===== config.mk =====
export PLATFORM = sky130hd
export DESIGN_NAME = cla_multiword_sequencer
export DESIGN_NICKNAME = d
export VERILOG_FILES = /design/src/rtl/cla_multiword_sequencer_pkg.sv /design/src/rtl/cla_multiword_sequencer_cla16.sv /design/src/rtl/cla_multiword_sequencer.sv
export SDC_FILE = /design/constraint.sdc
export NUM_CORES = 1
export LEC_CHECK = 0
export CORE_MARGIN = 2
export CORE_UTILIZATION = 40
export CTS_CLUSTER_DIAMETER = 30
export CTS_CLUSTER_SIZE = 40
export DETAILED_ROUTE_END_ITERATION = 7
export HOLD_SLACK_MARGIN = 0.06
export PLACE_DENSITY_LB_ADDON = 0.08
export RECOVER_POWER = 50
export SETUP_SLACK_MARGIN = 0.2
export SYNTH_ARGS = -nofsm -noshare
export SYNTH_HDL_FRONTEND = slang
export SYNTH_SLANG_ARGS = --single-unit
export TNS_END_PERCENT = 50

===== constraint.sdc =====
create_clock -name clk -period 7.54 [get_ports clk]
set_input_delay 1.508 -clock clk [delete_from_list [all_inputs] [get_ports clk]]
set_output_delay 1.508 -clock clk [all_outputs]
set_load 0.05 [all_outputs]

===== src/rtl/cla_multiword_sequencer_pkg.sv =====
// Shared definitions for the multi-word CLA sequencer: FSM state encoding and slice width.
// Latency: n/a (types and constants only).
// Backpressure: n/a.
package cla_multiword_sequencer_pkg;

    localparam int SLICE_W = 16;

    typedef enum logic [1:0] {
        ST_IDLE = 2'd0,
        ST_RUN  = 2'd1,
        ST_DONE = 2'd2
    } state_t;

endpackage


===== src/rtl/cla_multiword_sequencer_cla16.sv =====
// 16-bit carry-lookahead adder: four 4-bit groups with a second-level group lookahead.
// Latency: purely combinational.
// Backpressure: none (no handshake).
// Ports: a, b (16-bit addends), c_in (carry in) -> s (16-bit sum), c_out (carry out).
module cla_multiword_sequencer_cla16
    import cla_multiword_sequencer_pkg::*;
(
    input  logic [SLICE_W-1:0] a,
    input  logic [SLICE_W-1:0] b,
    input  logic               c_in,
    output logic [SLICE_W-1:0] s,
    output logic               c_out
);

    logic [15:0] g;
    logic [15:0] p;
    logic [15:0] c;
    logic [3:0]  gg;
    logic [3:0]  gp;
    logic [4:0]  gc;

    always_comb begin
        g  = a & b;
        p  = a ^ b;
        c  = '0;
        gg = '0;
        gp = '0;
        gc = '0;

        // Group generate/propagate for each 4-bit nibble.
        for (int j = 0; j < 4; j++) begin
            gp[j] = &p[4*j +: 4];
            gg[j] = g[4*j+3]
                  | (p[4*j+3] & g[4*j+2])
                  | (p[4*j+3] & p[4*j+2] & g[4*j+1])
                  | (p[4*j+3] & p[4*j+2] & p[4*j+1] & g[4*j]);
        end

        // Second-level lookahead: group carries depend only on c_in, gg and gp.
        gc[0] = c_in;
        gc[1] = gg[0] | (gp[0] & c_in);
        gc[2] = gg[1] | (gp[1] & gg[0]) | (gp[1] & gp[0] & c_in);
        gc[3] = gg[2] | (gp[2] & gg[1]) | (gp[2] & gp[1] & gg[0])
              | (gp[2] & gp[1] & gp[0] & c_in);
        gc[4] = gg[3] | (gp[3] & gg[2]) | (gp[3] & gp[2] & gg[1])
              | (gp[3] & gp[2] & gp[1] & gg[0])
              | (gp[3] & gp[2] & gp[1] & gp[0] & c_in);

        // Within a nibble the carry ripples from the group carry-in.
        for (int j = 0; j < 4; j++) begin
            c[4*j] = gc[j];
            for (int k = 1; k < 4; k++) begin
                c[4*j+k] = g[4*j+k-1] | (p[4*j+k-1] & c[4*j+k-1]);
            end
        end

        s     = p ^ c;
        c_out = gc[4];
    end

endmodule


===== src/rtl/cla_multiword_sequencer.sv =====
// Adds/subtracts (16*WORDS)-bit operands by running one 16-bit CLA over the slices, LSB first.
// Latency: accept in cycle 0, out_valid in cycle WORDS+1; issue interval WORDS+2.
// Backpressure: in_ready only in IDLE; result held stable in DONE until out_ready.
// Ports: clk, rst (async, active-high); in_valid/in_ready with sub, a, b sampled at accept;
//        out_valid/out_ready with sum, c_out (carry/no-borrow) and ovf (signed overflow).
module cla_multiword_sequencer
    import cla_multiword_sequencer_pkg::*;
#(
    parameter int WORDS = 4
) (
    input  logic                     clk,
    input  logic                     rst,
    input  logic                     in_valid,
    output logic                     in_ready,
    input  logic                     sub,
    input  logic [SLICE_W*WORDS-1:0] a,
    input  logic [SLICE_W*WORDS-1:0] b,
    output logic                     out_valid,
    input  logic                     out_ready,
    output logic [SLICE_W*WORDS-1:0] sum,
    output logic                     c_out,
    output logic                     ovf
);

    localparam int W     = SLICE_W * WORDS;
    localparam int IDX_W = (WORDS > 1) ? $clog2(WORDS) : 1;

    state_t             state_q, state_d;
    logic [IDX_W-1:0]   idx_q, idx_d;
    logic               carry_q, carry_d;
    logic [W-1:0]       a_q, a_d;
    logic [W-1:0]       b_q, b_d;
    logic [W-1:0]       sum_q, sum_d;
    logic               c_out_q, c_out_d;
    logic               ovf_q, ovf_d;

    logic [SLICE_W-1:0] slice_a;
    logic [SLICE_W-1:0] slice_b;
    logic [SLICE_W-1:0] slice_s;
    logic               slice_co;

    // Current slice of each operand register, selected by idx.
    always_comb begin
        slice_a = '0;
        slice_b = '0;
        for (int k = 0; k < WORDS; k++) begin
            if (idx_q == IDX_W'(k)) begin
                slice_a = a_q[k*SLICE_W +: SLICE_W];
                slice_b = b_q[k*SLICE_W +: SLICE_W];
            end
        end
    end

    cla_multiword_sequencer_cla16 u_cla16 (
        .a     (slice_a),
        .b     (slice_b),
        .c_in  (carry_q),
        .s     (slice_s),
        .c_out (slice_co)
    );

    always_comb begin
        state_d = state_q;
        idx_d   = idx_q;
        carry_d = carry_q;
        a_d     = a_q;
        b_d     = b_q;
        sum_d   = sum_q;
        c_out_d = c_out_q;
        ovf_d   = ovf_q;

        unique case (state_q)
            ST_IDLE: begin
                if (in_valid) begin
                    // Subtraction is A + ~B + 1: invert B once and seed the carry.
                    a_d     = a;
                    b_d     = sub ? ~b : b;
                    carry_d = sub;
                    idx_d   = '0;
                    state_d = ST_RUN;
                end
            end
            ST_RUN: begin
                for (int k = 0; k < WORDS; k++) begin
                    if (idx_q == IDX_W'(k)) begin
                        sum_d[k*SLICE_W +: SLICE_W] = slice_s;
                    end
                end
                carry_d = slice_co;
                if (idx_q == IDX_W'(WORDS - 1)) begin
                    c_out_d = slice_co;
                    // Overflow: same-sign operands (after B inversion) giving a different-sign result.
                    ovf_d   = (a_q[W-1] == b_q[W-1]) && (slice_s[SLICE_W-1] != a_q[W-1]);
                    state_d = ST_DONE;
                end else begin
                    idx_d = idx_q + IDX_W'(1);
                end
            end
            ST_DONE: begin
                if (out_ready) begin
                    state_d = ST_IDLE;
                end
            end
            default: begin
                state_d = ST_IDLE;
            end
        endcase
    end

    always_ff @(posedge clk or posedge rst) begin
        if (rst) begin
            state_q <= ST_IDLE;
            idx_q   <= '0;
            carry_q <= 1'b0;
            a_q     <= '0;
            b_q     <= '0;
            sum_q   <= '0;
            c_out_q <= 1'b0;
            ovf_q   <= 1'b0;
        end else begin
            state_q <= state_d;
            idx_q   <= idx_d;
            carry_q <= carry_d;
            a_q     <= a_d;
            b_q     <= b_d;
            sum_q   <= sum_d;
            c_out_q <= c_out_d;
            ovf_q   <= ovf_d;
        end
    end

    assign in_ready  = (state_q == ST_IDLE);
    assign out_valid = (state_q == ST_DONE);
    assign sum       = sum_q;
    assign c_out     = c_out_q;
    assign ovf       = ovf_q;

endmodule


==> impl_metrics.tcl, run 1 <==
set metrics [dict create \
    cp.required_ns 7.85 \
    drt_pre_antenna_iters 4 \
    synth-seq-cells 199 \
    antenna_found_initial 0 \
    setup_viol 0 \
    port_buffers 200 \
    min_period_ns 6.04 \
    clkPwrFrac_pct 12.9 \
    final_cell_count_no_fill 1437 \
    drtIter0Drc 371 \
    switchingPower_uw 3190 \
    setup.worst_path.end_class "register" \
    cts_resized 0 \
    synth_cell_types 34 \
    drc 0 \
    status "complete, but fails checks" \
    row_count 57 \
    grt_pass1_wl_um 40800 \
    leakage_uw 0.00515 \
    synth_area_sq_um 9820 \
    dp.final_hpwl_um 18600 \
    syn_inst 945 \
    ant_nets 0 \
    slew_viol_final 212 \
    grt_pass1_vias 7329 \
    io_pins 201 \
    post-route-period-util_pct 80.2 \
    drv_cap 2 \
    synthFlopType "dfrtp_1" \
    setup_tns_ns 0 \
    hold_path_class "reg2reg" \
    n_antenna_cell 0 \
    synthToLayoutAreaGrowth_pct 26.1 \
    globalplace.congestion 0.812 \
    wl_um 25300 \
    initial_utilization_pct 40.6 \
    cts_made_buffers 17 \
    tightest_slew_ns 3.97 \
    skew_ns 0.0132 \
    core_sq_um 24200 \
    finish.utilization_pct 51.2 \
    setup.worst_path.class "in2reg" \
    clk_pin_slew_ns 0.07 \
    start_kind "primary input" \
    mostFrequentLayoutCell "dfrtp_1" \
    wire_per_inst_um 17.6 \
    design.final.nets 1265 \
    grt_setup_unrepaired "no" \
    synth.avg_cell_area_sq_um 10.4 \
    yosys_warnings 0 \
    violations "capacitance limit, slew limit" \
    cts_tree "built" \
    dp_cells 1405 \
    swShare_pct 47.7 \
    vias 7112 \
    clockRootBuffer "clkbuf_16" \
    cts_num_sinks 199 \
    internal-power_uw 3500 \
    final_cell_mix "dfrtp_1, clkdlybuf4s50_1, a21oi_1" \
    pwr-share-seq_pct 29.1 \
    cts_hold_buffers 0 \
    cp.arrival_ns 6.36 \
    routed_via_density 4.95 \
    yosysSeqAreaShare_pct 50.7 \
    max_slew_margin_pct -165 \
    clock.fmax_ghz 0.165 \
    combPwrFrac_pct 58.0 \
    hold_violations 0 \
    path_max_fanout 69 \
    synth_fp_nets 1110 \
    die_width_um 161 \
    synth_edf_count 0 \
    grt_usage_pct 20.5 \
    die_h_um 161 \
    grt.overflow.total 0 \
    htreeDepth 4 \
    synthArstFlopShare_pct 100 \
    drive_gt1_share_pct 9.25 \
    grt_max_degree 144 \
    die_area_sq_um 25800 \
    powerDensity_nw_per_um2 540 \
    cts_buffer_depth 2 \
    p_total_uw 6690 \
    cts_setup_buffers 0 \
    ir_drop_v 0.000252 \
    clkLatencyLatePin_ns 0.44 \
]
==> synthesized netlist by cell type (6+ instances only) <==
| cell | instances | area (sq um) |
|---|---|---|
| ha_1 | 20 | 250 |
| a21o_1 | 18 | 135 |
| mux2_2 | 53 | 597 |
| buf_6 | 11 | 124 |
| nand2_1 | 105 | 394 |
| inv_1 | 8 | 30.0 |
| buf_2 | 26 | 130 |
| mux2_4 | 24 | 360 |
| buf_1 | 6 | 22.5 |
| dfrtp_1 | 199 | 4980 |
| nor2_1 | 91 | 342 |
| xnor2_1 | 66 | 578 |
| o21ai_0 | 71 | 355 |
| nand3b_1 | 30 | 225 |
| clkbuf_1 | 24 | 90.1 |
| a21oi_1 | 152 | 761 |
| fa_1 | 12 | 240 |
==> cell families (layout without fill, tap and decap cells) <==
| group | count (synthesis) | count (layout) | synth area share [%] |
|---|---|---|---|
| xor+xnor | 68 | 68 | 6.07 |
| fa+ha+maj | 32 | 32 | 4.99 |
| buf+inv | 76 | 244 | 4.09 |
| compound gates | 257 | 257 | 13.9 |
| flops | 199 | 199 | 50.7 |
| simple gates | 236 | 236 | 10.4 |
| mux | 77 | 77 | 9.75 |
==> area by class of cell <==
| type | count | area (sq um) |
|---|---|---|
| tap | 324 | 405 |
| sequential | 199 | 4980 |
| fill | 2300 | 11800 |
| clock buffer | 18 | 429 |
| multi-input combinational | 670 | 4390 |
| inverter | 8 | 33.8 |
| clock inverter | 14 | 118 |
| timing repair buffer | 204 | 2030 |
==> routing by layer <==
layer / global-route usage, % / routed length [um]
met1: 29.6 / 12300
met2: 31.9 / 11400
met3: 3.33 / 1110
met4: 5.90 / 495
met5: 0 / 0
==> final timing paths <==
| path | from | end | slack, ns | depth (start not counted) |
|---|---|---|---|---|
| worst min register to register | sum[35] | sum[35] | 0.48 | 2 |
| worst min-delay path | sum[35] | sum[35] | 0.48 | 2 |
| worst max-delay path | in_valid | a_q[56] | 1.50 | 4 |
| max in group asynchronous | rst | b_q[42] | 3.17 | 3 |
| min in group asynchronous | rst | sum[10] | 2.51 | 2 |
| worst max register to register | idx_q[0] | ovf | 2.18 | 17 |
==> registers in the layout, summed over array words and instances, names as in the netlist <==
register  count
a_q          64
b_q          64
sum          64
idx_q         2
state_q       2
c_out         1
carry_q       1
ovf           1
==> worst max-delay path, stage by stage <==
cell	delay [ns]
dlygate4sd3_1	0.57
and2_0	2.85
buf_4	0.99
mux2_2	0.41
==> per-stage QoR <==
step                      hold WS, ns  setup WS [ns]  cell area (sq um)
after floorplan                 0.481          0.606               9820
after global placement          0.461           2.30              11900
after detailed placement        0.470           2.19              11900
after CTS                       0.486           2.15              12400
after global routing            0.507           1.14              12400
final                           0.476           1.50              12400
==> power groups by stage <==
stage	Sequential, uW	Combinational (uW)	Clock, uW
2_1_floorplan	2410	2220	0
3_3_place_gp	1970	3920	0
3_5_place_dp	1980	3970	0
4_1_cts	1960	3980	885
5_1_grt	2020	4320	927
6_report	1950	3880	863
Note: power is estimated with default switching activity, not from simulation.
==> inputs of run 2 (changes only) <==
==> constraint.sdc (replaced) <==
create_clock -name clk -period 5.31 [get_ports clk]
set_input_delay 1.062 -clock clk [delete_from_list [all_inputs] [get_ports clk]]
set_output_delay 1.062 -clock clk [all_outputs]
set_load 0.05 [all_outputs]
==> impl_metrics.tcl, run 2 (same netlist as run 1, synthesis figures left out) <==
set metrics [dict create \
    cp.arrival_ns 5.08 \
    slew_viol_final 256 \
    violations "capacitance limit, slew limit" \
    clock.fmax_ghz 0.211 \
    fillCellCount 2202 \
    cts_made_buffers 17 \
    setup.worst_path.class "reg2reg" \
    cts_num_sinks 199 \
    synthToLayoutAreaGrowth_pct 28.6 \
    hold_path_class "reg2reg" \
    design.final.nets 1281 \
    dp.final_hpwl_um 19100 \
    mostFrequentLayoutCell "dfrtp_1" \
    grt_pass1_vias 7366 \
    skew_ns 0.0102 \
    ir_drop_v 0.000318 \
    min_period_ns 4.75 \
    start_kind "register" \
    drt_pre_antenna_iters 5 \
    io_pins 201 \
    wire_per_inst_um 17.8 \
    ant_nets 0 \
    core_sq_um 24200 \
    grt_usage_pct 20.8 \
    setup_viol 0 \
    routed_via_density 5.00 \
    multi_input_area_sq_um 4440 \
    wl_um 25800 \
    clockRootBuffer "clkbuf_16" \
    hold_violations 0 \
    final_cell_count_no_fill 1453 \
    drv_cap 3 \
    post-route-period-util_pct 89.4 \
    cp.required_ns 5.65 \
    port_buffers 200 \
    status "complete, but fails checks" \
    finish.utilization_pct 52.2 \
    path_max_fanout 53 \
    drc 0 \
    tightest_slew_ns 3.45 \
    die_h_um 161 \
    n_antenna_cell 0 \
    clk_pin_slew_ns 0.07 \
    die_area_sq_um 25800 \
    grt.overflow.total 0 \
    grt_setup_unrepaired "no" \
    p_total_uw 9830 \
    initial_utilization_pct 40.6 \
    max_slew_margin_pct -130 \
    cts_hold_buffers 0 \
    clkLatencyLatePin_ns 0.44 \
    layout.area.seq_sq_um 4980 \
    globalplace.congestion 0.897 \
    die_width_um 161 \
    dp_cells 1421 \
    final_cell_mix "dfrtp_1, clkdlybuf4s50_1, a21oi_1" \
    setup.worst_path.end_class "register" \
    row_count 57 \
    grt_pass1_wl_um 41700 \
    cts_setup_buffers 0 \
    drive_gt1_share_pct 11.2 \
    htreeDepth 4 \
    setup_tns_ns 0 \
    cts_buffer_depth 2 \
    powerDensity_nw_per_um2 778 \
    leakage_uw 0.00526 \
    grt_max_degree 100 \
    cts_tree "built" \
    drtIter0Drc 575 \
    antenna_found_initial 0 \
    vias 7263 \
]
run 2: cell count changes in the layout (fill, tap and decap cells not counted), moves of 2 or more:
cell,before,now
buf_4,5,16
buf_12,0,3
clkinvlp_4,5,1
clkbuf_2,0,2
dlygate4sd3_1,35,2
clkdlybuf4s50_1,164,197
mux2_1,13,7
inv_8,3,5
mux2_4,10,16
ha_4,0,2
run 2: final timing paths:
path,from,endpoint,slack [ns],cells after the start
worst max-delay path,idx_q[1],ovf,0.56,20
worst max register to register,idx_q[1],ovf,0.56,20
worst min register to register,sum[28],sum[28],0.48,2
min in group asynchronous,rst,sum[10],0.94,2
worst min-delay path,sum[28],sum[28],0.48,2
max in group asynchronous,rst,b_q[47],1.75,3
run 2: worst max-delay path, cell delays in order (launching register included):
cell and delay (ns):
dfrtp_1 0.45, inv_1 0.14, ha_4 0.45, nand3b_1 0.17
a21oi_1 0.09, a21oi_1 0.25, o21ai_0 0.16, ha_1 0.38
nand2_1 0.08, o21ai_0 0.18, a21oi_1 0.09, nor2_1 0.10
nor2_1 0.07, fa_1 0.46, fa_1 0.47, fa_1 0.44
xor2_1 0.16, buf_4 0.15, nor3_1 0.13, nor2_1 0.07
o21ai_0 0.13
run 2: stage by stage:
step	hold WS [ns]	setup WS (ns)	instance area, sq um
finish	0.477	0.563	12600
global route	0.514	0.201	12600
CTS	0.485	0.298	12700
detailed placement	0.469	0.323	12100
global placement	0.462	0.370	12100
floorplan	0.481	1.02	9820
run 2: area by class of cell:
class / count / share of cell area, %
Timing Repair Buffer: 220 / 17.3
Inverter: 8 / 0.248
Tap cell: 324 / 3.21
Clock inverter: 14 / 1.26
Multi-Input combinational cell: 670 / 35.1
Sequential cell: 199 / 39.4
Clock buffer: 18 / 3.48
run 2: layer usage:
| metal | wire (um) | track usage (%) | vias up |
|---|---|---|---|
| met5 | 0 | 0 | - |
| met2 | 11600 | 31.0 | 207 |
| li1 | - | - | 3553 |
| met1 | 12500 | 31.0 | 3476 |
| met4 | 573 | 6.63 | 0 |
| met3 | 1170 | 3.51 | 27 |
run 2: power by group:
group / total, uW / internal [uW] / leakage [uW] / switching, uW
combinational: 5730 / 2260 / 0.00262 / 3470
sequential: 2790 / 2280 / 0.00235 / 506
clock: 1320 / 685 / 0.000293 / 634
run 2: what timing repair did:
item | in CTS | in global routing
setup endpoints to repair | 0 | 11
gates resized for setup | 0 | 2
hold endpoints to repair | 0 | 0
